**src/rtl/dmem_access_ctrl.sv**
```systemverilog
// RV32I load/store sequencer for a word-wide data memory without byte enables (SB/SH via read-modify-write).
// Latency: load/SW done 2 cycles after accept, SB/SH 3, plus one per ack wait cycle; requests while busy are dropped.
module dmem_access_ctrl #(
  parameter int ADDR_WIDTH = 32,
  parameter int TIMEOUT    = 255
) (
  input  logic                  clk,
  input  logic                  reset,
  input  logic                  cpu_req,
  input  logic                  cpu_we,
  input  logic [2:0]            cpu_func3,
  input  logic [ADDR_WIDTH-1:0] cpu_addr,
  input  logic [31:0]           cpu_wdata,
  output logic [31:0]           cpu_rdata,
  output logic                  cpu_done,
  output logic                  cpu_fault,
  output logic                  cpu_busy,
  output logic                  mem_req,
  output logic                  mem_we,
  output logic [ADDR_WIDTH-3:0] mem_addr,
  output logic [31:0]           mem_wdata,
  input  logic [31:0]           mem_rdata,
  input  logic                  mem_ack
);

  typedef enum logic [2:0] {
    S_IDLE,
    S_RD,
    S_WR,
    S_DONE,
    S_FAULT
  } state_t;

  localparam logic [7:0] TMO_LAST = 8'(TIMEOUT - 1);

  state_t                  state;
  state_t                  state_nxt;
  logic                    we_q;
  logic [2:0]              func3_q;
  logic [ADDR_WIDTH-1:0]   addr_q;
  logic [31:0]             wdata_q;
  logic [7:0]              tmo_cnt;
  logic                    misaligned;
  logic                    tmo_hit;
  logic [7:0]              ld_byte;
  logic [15:0]             ld_half;
  logic [31:0]             ld_data;
  logic [31:0]             st_merged;

  assign misaligned = (cpu_func3[1:0] == 2'b11) ||
                      (cpu_func3[1:0] == 2'b01 && cpu_addr[0]) ||
                      (cpu_func3[1:0] == 2'b10 && cpu_addr[1:0] != 2'b00);
  assign tmo_hit    = (tmo_cnt == TMO_LAST);

  always_comb begin
    state_nxt = state;
    case (state)
      S_IDLE: begin
        if (cpu_req) begin
          if (misaligned)                              state_nxt = S_FAULT;
          else if (cpu_we && cpu_func3[1:0] == 2'b10)  state_nxt = S_WR;
          else                                         state_nxt = S_RD;
        end
      end
      // Stores reaching RD are sub-word: the read is the first half of the RMW.
      S_RD: begin
        if (mem_ack)      state_nxt = we_q ? S_WR : S_DONE;
        else if (tmo_hit) state_nxt = S_FAULT;
      end
      S_WR: begin
        if (mem_ack)      state_nxt = S_DONE;
        else if (tmo_hit) state_nxt = S_FAULT;
      end
      default: state_nxt = S_IDLE;
    endcase
  end

  always_ff @(posedge clk) begin
    if (reset) state <= S_IDLE;
    else       state <= state_nxt;
  end

  always_comb begin
    ld_byte   = mem_rdata[{addr_q[1:0], 3'b000} +: 8];
    ld_half   = addr_q[1] ? mem_rdata[31:16] : mem_rdata[15:0];
    ld_data   = mem_rdata;
    st_merged = mem_rdata;
    case (func3_q[1:0])
      2'b00: begin
        ld_data = {{24{ld_byte[7] & ~func3_q[2]}}, ld_byte};
        st_merged[{addr_q[1:0], 3'b000} +: 8] = wdata_q[7:0];
      end
      2'b01: begin
        ld_data = {{16{ld_half[15] & ~func3_q[2]}}, ld_half};
        st_merged[{addr_q[1], 4'b0000} +: 16] = wdata_q[15:0];
      end
      default: begin
        ld_data   = mem_rdata;
        st_merged = wdata_q;
      end
    endcase
  end

  always_ff @(posedge clk) begin
    if (reset) begin
      we_q      <= 1'b0;
      func3_q   <= 3'b000;
      addr_q    <= '0;
      wdata_q   <= 32'h0;
      tmo_cnt   <= 8'h0;
      mem_wdata <= 32'h0;
      cpu_rdata <= 32'h0;
    end else begin
      case (state)
        S_IDLE: begin
          if (cpu_req) begin
            we_q      <= cpu_we;
            func3_q   <= cpu_func3;
            addr_q    <= cpu_addr;
            wdata_q   <= cpu_wdata;
            tmo_cnt   <= 8'h0;
            mem_wdata <= cpu_wdata;
          end
        end
        S_RD: begin
          if (mem_ack) begin
            if (we_q) begin
              mem_wdata <= st_merged;
              tmo_cnt   <= 8'h0;
            end else begin
              cpu_rdata <= ld_data;
            end
          end else begin
            tmo_cnt <= tmo_cnt + 8'd1;
          end
        end
        S_WR: begin
          if (!mem_ack) tmo_cnt <= tmo_cnt + 8'd1;
        end
        default: ;
      endcase
    end
  end

  assign cpu_busy  = (state != S_IDLE);
  assign mem_req   = (state == S_RD) || (state == S_WR);
  assign mem_we    = (state == S_WR);
  assign cpu_done  = (state == S_DONE) || (state == S_FAULT);
  assign cpu_fault = (state == S_FAULT);
  assign mem_addr  = addr_q[ADDR_WIDTH-1:2];

endmodule
```
**config.mk**
```make
export PLATFORM = sky130hd
export DESIGN_NAME = dmem_access_ctrl
export DESIGN_NICKNAME = d
export VERILOG_FILES = /design/src/rtl/dmem_access_ctrl.sv
export SDC_FILE = /design/constraint.sdc
export NUM_CORES = 1
export LEC_CHECK = 0
export CORE_AREA = 3 3 122 124
export DETAILED_ROUTE_END_ITERATION = 8
export DIE_AREA = 0 0 125 127
export PLACE_DENSITY = 0.82
export SLEW_MARGIN = 40
export SYNTH_ARGS = -nofsm -noshare
export SYNTH_HDL_FRONTEND = slang
export SYNTH_SLANG_ARGS = --single-unit
```
**constraint.sdc**
```tcl
create_clock -name clk -period 3.72 [get_ports clk]
set_input_delay 1.116 -clock clk [delete_from_list [all_inputs] [get_ports clk]]
set_output_delay 1.116 -clock clk [all_outputs]
set_load 0.005 [all_outputs]
```
# After elaboration in Yosys (flattened, before gate mapping)
# Cells that the tools add are included.
# word_totals
register_bits	143
in_bits	104
output_inout_bits	99
wordCells	73
# op_classes
add_sub_neg	3
n_eq_ne	14
shifts	5
mux	22
n_bitwise	4
reduce_logical	17
# ops
cell	count
case mux 32 bit (2 select lines)	3
2-to-1 mux 32 bit	3
bitwise mux 32 bit	2
2-to-1 mux 8 bit	4
variable shift 16 x 7 -> 32 bit, first input constant	1
variable shift 8 x 7 -> 32 bit, first input constant	1
indexed part select 16 x 7 -> 32 bit	1
indexed part select 32 x 6 -> 8 bit	1
indexed part select 8 x 7 -> 32 bit	1
case mux 8 bit (3 select lines)	1
2-to-1 mux 16 bit	1
2-to-1 mux 3 bit	5
negator 5 -> 7 bit	2
case mux 3 bit (3 select lines)	1
adder 8 x 1 -> 8 bit, second input constant	1
== test 8 bit, second input constant	1
inequality test 2 bit, second input constant	4
AND reduction 4 bit	2
== test 3 x 2 -> 1 bit, second input constant	2
nonzero test 3 bit	2
== test 2 x 1 -> 1 bit, second input constant	2
== test 2 bit, second input constant	2
logical OR 1 bit	4
nonzero test 2 bit	2
12 further kinds	16

# Longest topological paths before layout
# Gate-level depths: netlist of run 1.
# depth
depth_word	7
ltp_mapped	8
ltp_nobuf	6

# Worst setup path before layout of run 1
# OpenSTA, ideal clock, no wires.
# synth_timing
kind	input-to-reg
from	in mem_ack
to	reg tmo_cnt[4]
setup_ns	0.070
arrival_ns	2.392
t_required_ns	3.650
slack_ns	1.258
stages	4
n_path_buf	0
cell_sequence	and2_1 -> or4b_4 -> or4_1 -> a21oi_1
# synth_via
elab_chain_len	2
elab_cells_between_ends	5
cone_classes	eq/ne (2); mux (2); reduce/logical (1)
# synth_lines
item	line	text
start, declared	23	input logic mem_ack
inequality test 3 bit (no source line), or another cell as far along	n/a	
AND reduction 4 bit (no source line) / case mux 8 bit (3 select lines) (equally long branches)	n/a	
end signal, assigned	134	tmo_cnt <= tmo_cnt + 8'd1;
end signal, assigned	138	if (!mem_ack) tmo_cnt <= tmo_cnt + 8'd1;
end, declared	42	logic [7:0] tmo_cnt;
# Several ways; a longest one is shown, not always the timed one.
# A chain may end at the register's enable or synchronous reset.

# Final worst setup path of run 1
# layout_timing
from	reg state[1]
to	out mem_we
# layout_via
elab_chain_len	1
# layout_lines
item	line	text
start, declared	36	state_t state;
start signal, assigned	80	else state <= state_nxt;
== test 3 x 2 -> 1 bit	147	assign mem_we = (state == S_WR);
end, declared	19	output logic mem_we,
# No other way between the ends.

==> results of run 1 <==
==> state kept, by name, indices dropped and copies added (netlist names) <==
register   flops
addr_q        32
cpu_rdata     32
func3_q        3
mem_wdata     32
state          3
tmo_cnt        8
wdata_q       32
we_q           1
==> final timing paths <==
kind,startpoint,endpoint,slack [ns],depth (start not counted)
max,state[1],mem_we,0.43,2
min,mem_wdata[24],mem_wdata[24],0.45,2
max reg2reg,addr_q[0],mem_wdata[16],0.97,6
min reg2reg,mem_wdata[24],mem_wdata[24],0.45,2
==> per-layer routing <==
metal	up-vias	track usage, %	routed length (um)
met3	60	7.94	2190
met5	-	0	0
met1	3247	34.4	8750
li1	3338	-	-
met4	0	9.25	715
met2	355	41.3	9790
==> cells in the mapped netlist (3+ instances only) <==
| cell | instances | share of area [%] |
|---|---|---|
| sky130_fd_sc_hd__nand2_1 | 200 | 11 |
| sky130_fd_sc_hd__dfxtp_1 | 143 | 40 |
| sky130_fd_sc_hd__a21oi_1 | 88 | 6.2 |
| sky130_fd_sc_hd__clkbuf_1 | 43 | 2.3 |
| sky130_fd_sc_hd__nor2_1 | 43 | 2.3 |
| sky130_fd_sc_hd__buf_4 | 31 | 3.3 |
| sky130_fd_sc_hd__o21ai_0 | 27 | 1.9 |
| sky130_fd_sc_hd__a211oi_1 | 26 | 2.7 |
| sky130_fd_sc_hd__a221o_1 | 23 | 3.2 |
| sky130_fd_sc_hd__buf_2 | 18 | 1.3 |
| sky130_fd_sc_hd__a221oi_1 | 17 | 2.1 |
| sky130_fd_sc_hd__inv_1 | 15 | 0.79 |
| sky130_fd_sc_hd__mux2i_1 | 14 | 2.0 |
| sky130_fd_sc_hd__nor3_1 | 11 | 0.77 |
| sky130_fd_sc_hd__nand3_1 | 10 | 0.70 |
| sky130_fd_sc_hd__o21a_1 | 10 | 1.1 |
| sky130_fd_sc_hd__a32o_1 | 9 | 1.3 |
| sky130_fd_sc_hd__nand2b_1 | 9 | 0.79 |
| sky130_fd_sc_hd__a22o_1 | 8 | 0.98 |
| sky130_fd_sc_hd__a41oi_1 | 8 | 0.98 |
| sky130_fd_sc_hd__o211ai_1 | 8 | 0.84 |
| sky130_fd_sc_hd__ha_1 | 7 | 1.2 |
| sky130_fd_sc_hd__mux4_2 | 7 | 2.2 |
| sky130_fd_sc_hd__o22ai_1 | 7 | 0.61 |
| sky130_fd_sc_hd__o41ai_1 | 7 | 0.86 |
| sky130_fd_sc_hd__and2_1 | 4 | 0.35 |
| sky130_fd_sc_hd__clkbuf_8 | 4 | 0.77 |
| sky130_fd_sc_hd__nor4_1 | 4 | 0.35 |
| sky130_fd_sc_hd__o31ai_1 | 4 | 0.42 |
| sky130_fd_sc_hd__or4_1 | 4 | 0.42 |
| sky130_fd_sc_hd__a211o_1 | 3 | 0.37 |
| sky130_fd_sc_hd__buf_1 | 3 | 0.16 |
| sky130_fd_sc_hd__nor3b_1 | 3 | 0.32 |
| sky130_fd_sc_hd__o21ai_1 | 3 | 0.21 |
==> stage by stage <==
stage | area [sq um] | worst slack, ns | total power, uW | util (%)
detailed placement | 8950 | 0.609 | 2850 | 64.5
finish | 9530 | 0.426 | 4520 | 68.7
global placement | 8940 | 0.572 | 2840 | 64.4
CTS | 9530 | 0.398 | 4530 | 68.7
floorplan | 7140 | 1.26 | 2400 | -
global route | 9530 | 0.280 | 4720 | 68.7
==> layout make-up <==
type	count	area share (%)
sequential	143	30.0
clock inverter	10	1.16
clock buffer	22	4.98
timing repair buffer	213	22.3
multi-input combinational	602	38.5
inverter	17	0.669
tap	180	2.36
==> critical path, delay by kind of cell, from the launching register on <==
kind                   cells  cell delay [ns]
and+or+nand+nor            1             0.40
DFF                        1             0.77
buffers and inverters      1             0.59
==> report_power, final <==
| group | internal, uW | switching (uW) | total [uW] |
|---|---|---|---|
| Sequential | 1680 | 130 | 1810 |
| Clock | 1040 | 651 | 1690 |
| Combinational | 514 | 515 | 1030 |
==> logic make-up after synthesis <==
group | Yosys count | share of synthesized area (%)
simple gates | 313 | 19.8
compound gates | 258 | 25.4
fa+ha+maj | 7 | 1.23
xor+xnor | 1 | 0.123
buf+inv | 118 | 8.92
flops | 143 | 40.1
mux | 23 | 4.49
==> cells in the final DEF (no fill, tap or decap), types with 9 or more instances in the layout <==
cell	count
sky130_fd_sc_hd__clkdlybuf4s50_1	201
sky130_fd_sc_hd__nand2_1	199
sky130_fd_sc_hd__dfxtp_1	142
sky130_fd_sc_hd__a21oi_1	88
sky130_fd_sc_hd__nor2_1	43
sky130_fd_sc_hd__o21ai_0	27
sky130_fd_sc_hd__a211oi_1	24
sky130_fd_sc_hd__a221o_1	23
sky130_fd_sc_hd__a221oi_1	17
sky130_fd_sc_hd__clkbuf_16	17
sky130_fd_sc_hd__inv_1	15
sky130_fd_sc_hd__mux2i_1	14
sky130_fd_sc_hd__nor3_1	11
sky130_fd_sc_hd__o21a_1	10
sky130_fd_sc_hd__nand3_1	10
sky130_fd_sc_hd__buf_4	10
sky130_fd_sc_hd__nand2b_1	9
sky130_fd_sc_hd__a32o_1	9
==> impl_table.tex, run 1 <==
\begin{tabular}{lr}
\hline
Metric & Value \\
\hline
\multicolumn{2}{l}{\textbf{Run status}} \\
Run status & finished clean \\
\multicolumn{2}{l}{\textbf{Detailed routing}} \\
Average wire length per cell after detail routing & 18.1 um \\
Routed via count divided by cell count & approximately 5.9 \\
Routed vias & 7000 \\
Total length of routed wires & 21.4 mm \\
Drt pass-1 iters & 6 \\
Number of nets with antenna violations after routing & 0 \\
DRC violation count after routing & 0 \\
Violation count after the first detailed-routing iteration & 819 \\
\multicolumn{2}{l}{\textbf{Worst setup path}} \\
Worst setup SP type & register \\
Category of the critical setup timing path & register to output pin \\
Highest net fanout along the worst path & 15 \\
Highest cell delay on the worst timing path & $\sim$0.77 ns \\
Nature of the critical path endpoint & output pin \\
Worst path required time & $\sim$2.6 ns \\
Critical path's slowest cell & sky130\_fd\_sc\_hd\_\_dfxtp\_1 \\
Cells along the critical path & nor3b\_1 -> clkdlybuf4s50\_1 \\
Crit path DAT & 2.18 ns \\
\multicolumn{2}{l}{\textbf{Timing}} \\
Final setup viols & 0 \\
Number of slew-limit violations in the final report & 0 \\
Headroom to the max-slew limit & about half \\
RSZ-0062 raised after global routing & no \\
Final hold slack & 0.451 ns \\
Peak clock frequency supported by timing & about 300 MHz \\
Worst Clk Skew & 0.00693 ns \\
Worst-Margin Slew & 0.761 ns \\
Total Negative Setup Slacks & 0 ns \\
Hold Vio Cnt, Final & 0 \\
Part of the cycle the worst path needs & approximately 89\% \\
Post-route minimum period & between 3 and 4 ns \\
\multicolumn{2}{l}{\textbf{Floorplanning}} \\
DIE WIDTH & 125 um \\
Vertical die dimension & $\sim$130 um \\
Total core area & 13900 sq um \\
Boundary pin count & around 200 \\
Initial core utilization & 51.4\% \\
Die Area & 15900 sq um \\
Floorplan row count & 43 \\
\multicolumn{2}{l}{\textbf{Final layout}} \\
Final-stage net count & approximately 1100 \\
Cell Count, Final, Fillers Out & approximately 1200 \\
Antenna diode count & 0 \\
Seq. cell area & 2860 sq um \\
Fill cell total of the finished layout & 1116 \\
Fraction of final layout cells sized beyond drive strength 1 & slightly above 7\% \\
Total area of multi-input combinational cells & 3670 sq um \\
Layout area overhead & 33.5\% \\
\multicolumn{2}{l}{\textbf{Hold path}} \\
Hold crit path type & register to register \\
\multicolumn{2}{l}{\textbf{Synth}} \\
Number of flops mapped to enable cells by yosys & 0 \\
Most instantiated flip-flop cell in the synthesis netlist & sky130\_fd\_sc\_hd\_\_dfxtp\_1 \\
Mapped cell area & between 7000 and 8000 sq um \\
Async set-reset flop share out of synthesis & 0\% \\
Post-Synthesis Cells & 863 \\
Yosys warning total & 0 \\
Count of state elements after synthesis & approximately 140 \\
Sequential-to-total area share from yosys stat & 40.1\% \\
Count of cell types in the netlist & 65 \\
Net Count, Synth & 974 \\
Post-synthesis area per instance & just over 8 sq um \\
\multicolumn{2}{l}{\textbf{Clock network}} \\
Total clock sinks & around 140 \\
Clock buffer count from CTS & 17 \\
Root buf cell & sky130\_fd\_sc\_hd\_\_clkbuf\_16 \\
Clock Tree Buf Depth & 2 \\
Postcts setup bufs & 0 \\
Clock insertion delay at the later pin of the skew report & about 0.42 ns \\
Post-CTS resize count & 0 \\
TritonCTS clock tree & done \\
Total number of H-tree levels & 4 \\
\# hold bufs at CTS & 0 \\
Clock Pin Slew Worst Setup and Hold Paths & 0.06 ns \\
\multicolumn{2}{l}{\textbf{GRT}} \\
Global-route usage over all layers & 26.2\% \\
Global-route wire length before repair & 33.9 mm \\
Initial antenna violation count & 0 \\
Pin count of the biggest net entering global routing & 62 \\
Number of global-route vias before repair & 6444 \\
Overflow after GRT & 0 \\
\multicolumn{2}{l}{\textbf{Placed design}} \\
Routability Congestion & 0.939 \\
Detail Placement HPWL & 15.0 mm \\
IO buf count & around 200 \\
Placed instance count & 1155 \\
\multicolumn{2}{l}{\textbf{Power}} \\
Max VDD drop & 0.000302 V \\
Reported leakage power & 0.00336 uW \\
Pwr per Cell Area & 475 nW/um\^{}2 \\
\multicolumn{2}{l}{\textbf{Run}} \\
MaxCap Viol Count & 0 \\
\hline
\end{tabular}
No activity file was read; power rests on OpenSTA's default activity.
==> run 2, diff against run 1 <==
--- a/config.mk
+++ b/config.mk
@@ -5,10 +5,11 @@
 export SDC_FILE = /design/constraint.sdc
 export NUM_CORES = 1
 export LEC_CHECK = 0
-export CORE_AREA = 3 3 122 124
+export CORE_AREA = 3 3 119 121
+export CTS_BUF_LIST = sky130_fd_sc_hd__clkbuf_8
 export DETAILED_ROUTE_END_ITERATION = 8
-export DIE_AREA = 0 0 125 127
-export PLACE_DENSITY = 0.82
+export DIE_AREA = 0 0 122 124
+export PLACE_DENSITY = 0.86
 export SLEW_MARGIN = 40
 export SYNTH_ARGS = -nofsm -noshare
 export SYNTH_HDL_FRONTEND = slang
==> impl_table.tex, run 2 (synthesis gave the netlist of run 1 again) <==
\begin{tabular}{lr}
\hline
Metric & Value \\
\hline
\multicolumn{2}{l}{\textbf{Clock network}} \\
Total number of H-tree levels & 4 (unchanged) \\
Clock Pin Slew Worst Setup and Hold Paths & 0.07 ns (about the same) \\
\# hold bufs at CTS & 0 (unchanged) \\
Total clock sinks & 143 (unchanged) \\
Post-CTS resize count & 0 (unchanged) \\
TritonCTS clock tree & done \\
Clock insertion delay at the later pin of the skew report & 0.44 ns (+0.02 ns) \\
Postcts setup bufs & 0 (unchanged) \\
Clock Tree Buf Depth & 2 (unchanged) \\
Root buf cell & sky130\_fd\_sc\_hd\_\_clkbuf\_8 \\
Clock buffer count from CTS & 17 (unchanged) \\
\multicolumn{2}{l}{\textbf{Floorplanning}} \\
Total core area & 13200 sq um (-5.0\%) \\
Vertical die dimension & 124 um (-2.4\%) \\
Floorplan row count & 42 (-2.3\%) \\
Initial core utilization & 54.1\% (+2.7 points) \\
Boundary pin count & 203 (unchanged) \\
Die Area & 15100 sq um (-4.7\%) \\
DIE WIDTH & 122 um (-2.4\%) \\
\multicolumn{2}{l}{\textbf{Detailed routing}} \\
DRC violation count after routing & 0 (unchanged) \\
Routed vias & 7013 (+0.19\%) \\
Average wire length per cell after detail routing & 18.0 um (about the same) \\
Number of nets with antenna violations after routing & 0 (unchanged) \\
Routed via count divided by cell count & 5.93 (+0.61\%) \\
Total length of routed wires & 21.3 mm (-0.51\%) \\
Drt pass-1 iters & 7 (+1) \\
Violation count after the first detailed-routing iteration & 786 (-4.0\%) \\
\multicolumn{2}{l}{\textbf{Placed design}} \\
Routability Congestion & 0.963 (+2.5\%) \\
Instance area after placement & 8940 sq um (-0.11\%) \\
Placement Setup Slack & 0.572 ns (-0.0373 ns) \\
Detail Placement HPWL & 14.9 mm (-0.44\%) \\
IO buf count & 202 (unchanged) \\
\multicolumn{2}{l}{\textbf{Timing}} \\
Hold Vio Cnt, Final & 0 (unchanged) \\
Final setup viols & 0 (unchanged) \\
RSZ-0062 raised after global routing & no \\
Headroom to the max-slew limit & 47.8\% (-1.4 points) \\
Peak clock frequency supported by timing & 301 MHz (-0.84\%) \\
Worst Clk Skew & 0.00691 ns (-0.0000217 ns) \\
Worst-Margin Slew & 0.783 ns (+0.0220 ns) \\
Number of slew-limit violations in the final report & 0 (unchanged) \\
Part of the cycle the worst path needs & 89.3\% (+0.75 points) \\
Total Negative Setup Slacks & 0 ns (unchanged) \\
Post-route minimum period & 3.32 ns (+0.0278 ns) \\
Crit path setup slack, layout & 0.398 ns (-0.0278 ns) \\
\multicolumn{2}{l}{\textbf{Power}} \\
Max VDD drop & 0.000267 V (-12\%) \\
Pwr per Cell Area & 443 nW/um\^{}2 (-6.7\%) \\
Reported leakage power & 0.00330 uW (-1.9\%) \\
\multicolumn{2}{l}{\textbf{Hold path}} \\
Worst hold path endpoint & cpu\_rdata[9] \\
Hold path depth & 2 (unchanged) \\
Hold\_sp & cpu\_rdata[9] \\
Hold crit path type & register to register \\
\multicolumn{2}{l}{\textbf{Final layout}} \\
Most common cell after layout, fill and taps aside & sky130\_fd\_sc\_hd\_\_clkdlybuf4s50\_1 \\
Layout area overhead & 31.0\% \\
Top library cells by usage in the layout, fill and taps aside & sky130\_fd\_sc\_hd\_\_clkdlybuf4s50\_1, sky130\_fd\_sc\_hd\_\_nand2\_1, sky130\_fd\_sc\_hd\_\_dfxtp\_1 \\
Antenna diode count & 0 (unchanged) \\
Final-stage net count & 1106 (+0.090\%) \\
Fraction of final layout cells sized beyond drive strength 1 & 6.76\% (-0.39 points) \\
Post-route cell area & 9350 sq um (-1.9\%) \\
\multicolumn{2}{l}{\textbf{Worst setup path}} \\
Path depth of the worst reg2reg path & 7 (+1) \\
Endpoint of the most critical register-to-register path & mem\_wdata[17] \\
Highest cell delay on the worst timing path & 0.77 ns (about the same) \\
Category of the critical setup timing path & register to output pin \\
Crit path DAT & 2.21 ns (+0.03 ns) \\
Worst setup startpoint & state[1] \\
Reg-to-reg slack, setup & 1.10 ns (+0.13 ns) \\
Critical path's slowest cell & sky130\_fd\_sc\_hd\_\_dfxtp\_1 \\
Nature of the critical path endpoint & output pin \\
Worst path required time & 2.60 ns (about the same) \\
Crit Reg-Reg Startpoint & addr\_q[0] \\
Highest net fanout along the worst path & 15 (unchanged) \\
Worst setup SP type & register \\
Cells along the critical path & nor3b\_1 -> clkdlybuf4s50\_1 \\
Family with the most delay on the worst path & flip-flops \\
Count of buffer and inverter cells on the critical path & 1 (unchanged) \\
\multicolumn{2}{l}{\textbf{GRT}} \\
Global-route usage over all layers & 27.8\% (+1.6 points) \\
Initial antenna violation count & 0 (unchanged) \\
Pin count of the biggest net entering global routing & 76 (+23\%) \\
Number of global-route vias before repair & 6516 (+1.1\%) \\
Global-route wire length before repair & 33.2 mm (-2.2\%) \\
Overflow after GRT & 0 (unchanged) \\
\multicolumn{2}{l}{\textbf{Run}} \\
MaxCap Viol Count & 0 (unchanged) \\
\multicolumn{2}{l}{\textbf{Run status}} \\
Run status & finished clean \\
\hline
\end{tabular}
run 2: power breakdown:
| part | internal [uW] | switching [uW] |
|---|---|---|
| clock | 746 | 558 |
| combinational | 511 | 518 |
| sequential | 1670 | 131 |
| total | 2930 | 1210 |
run 2: worst reg2reg max path, cell delays in order (launching register included):
cell and delay [ns]:
sky130_fd_sc_hd__dfxtp_1 0.73, sky130_fd_sc_hd__inv_1 0.22, sky130_fd_sc_hd__ha_1 0.29, sky130_fd_sc_hd__nor4_4 0.20, sky130_fd_sc_hd__buf_4 0.20, sky130_fd_sc_hd__a41o_1 0.37, sky130_fd_sc_hd__a221oi_1 0.15, sky130_fd_sc_hd__o41ai_1 0.35
run 2: layer usage:
layer  GRT usage (%)  up-vias  wire length, um
li1                -     3337                -
met5               0        -                0
met4            13.0        0              721
met2            44.8      388             9910
met1            34.2     3228             8320
met3            8.76       60             2380
run 2: worst max-delay path by stage:
stage	end	slack, ns	depth (start not counted)
3_3_place_gp	tmo_cnt[3]	0.56	5
6_report	mem_we	0.40	2
5_1_grt	mem_we	0.28	2
4_1_cts	mem_we	0.38	2
3_5_place_dp	tmo_cnt[6]	0.57	5
2_1_floorplan	tmo_cnt[4]	1.26	4
run 2: layout make-up:
class                      count  area, sq um
fill                        1050         3840
multi-input combinational    602         3670
sequential                   143         2860
timing repair buffer         214         2120
clock buffer                  19          262
tap                          176          220
clock inverter                11          151
inverter                      17         63.8
run 2: per-stage QoR:
step | hold slack, ns | power [uW] | instances | util [%]
after floorplan | 0.436 | 2400 | 863 | -
after CTS | 0.456 | 4150 | 1182 | 70.9
after global routing | 0.467 | 4330 | 1182 | 70.9
after detailed placement | 0.446 | 2850 | 1152 | 67.8
final | 0.453 | 4140 | 1182 | 70.9
after global placement | 0.438 | 2830 | 1152 | 67.7
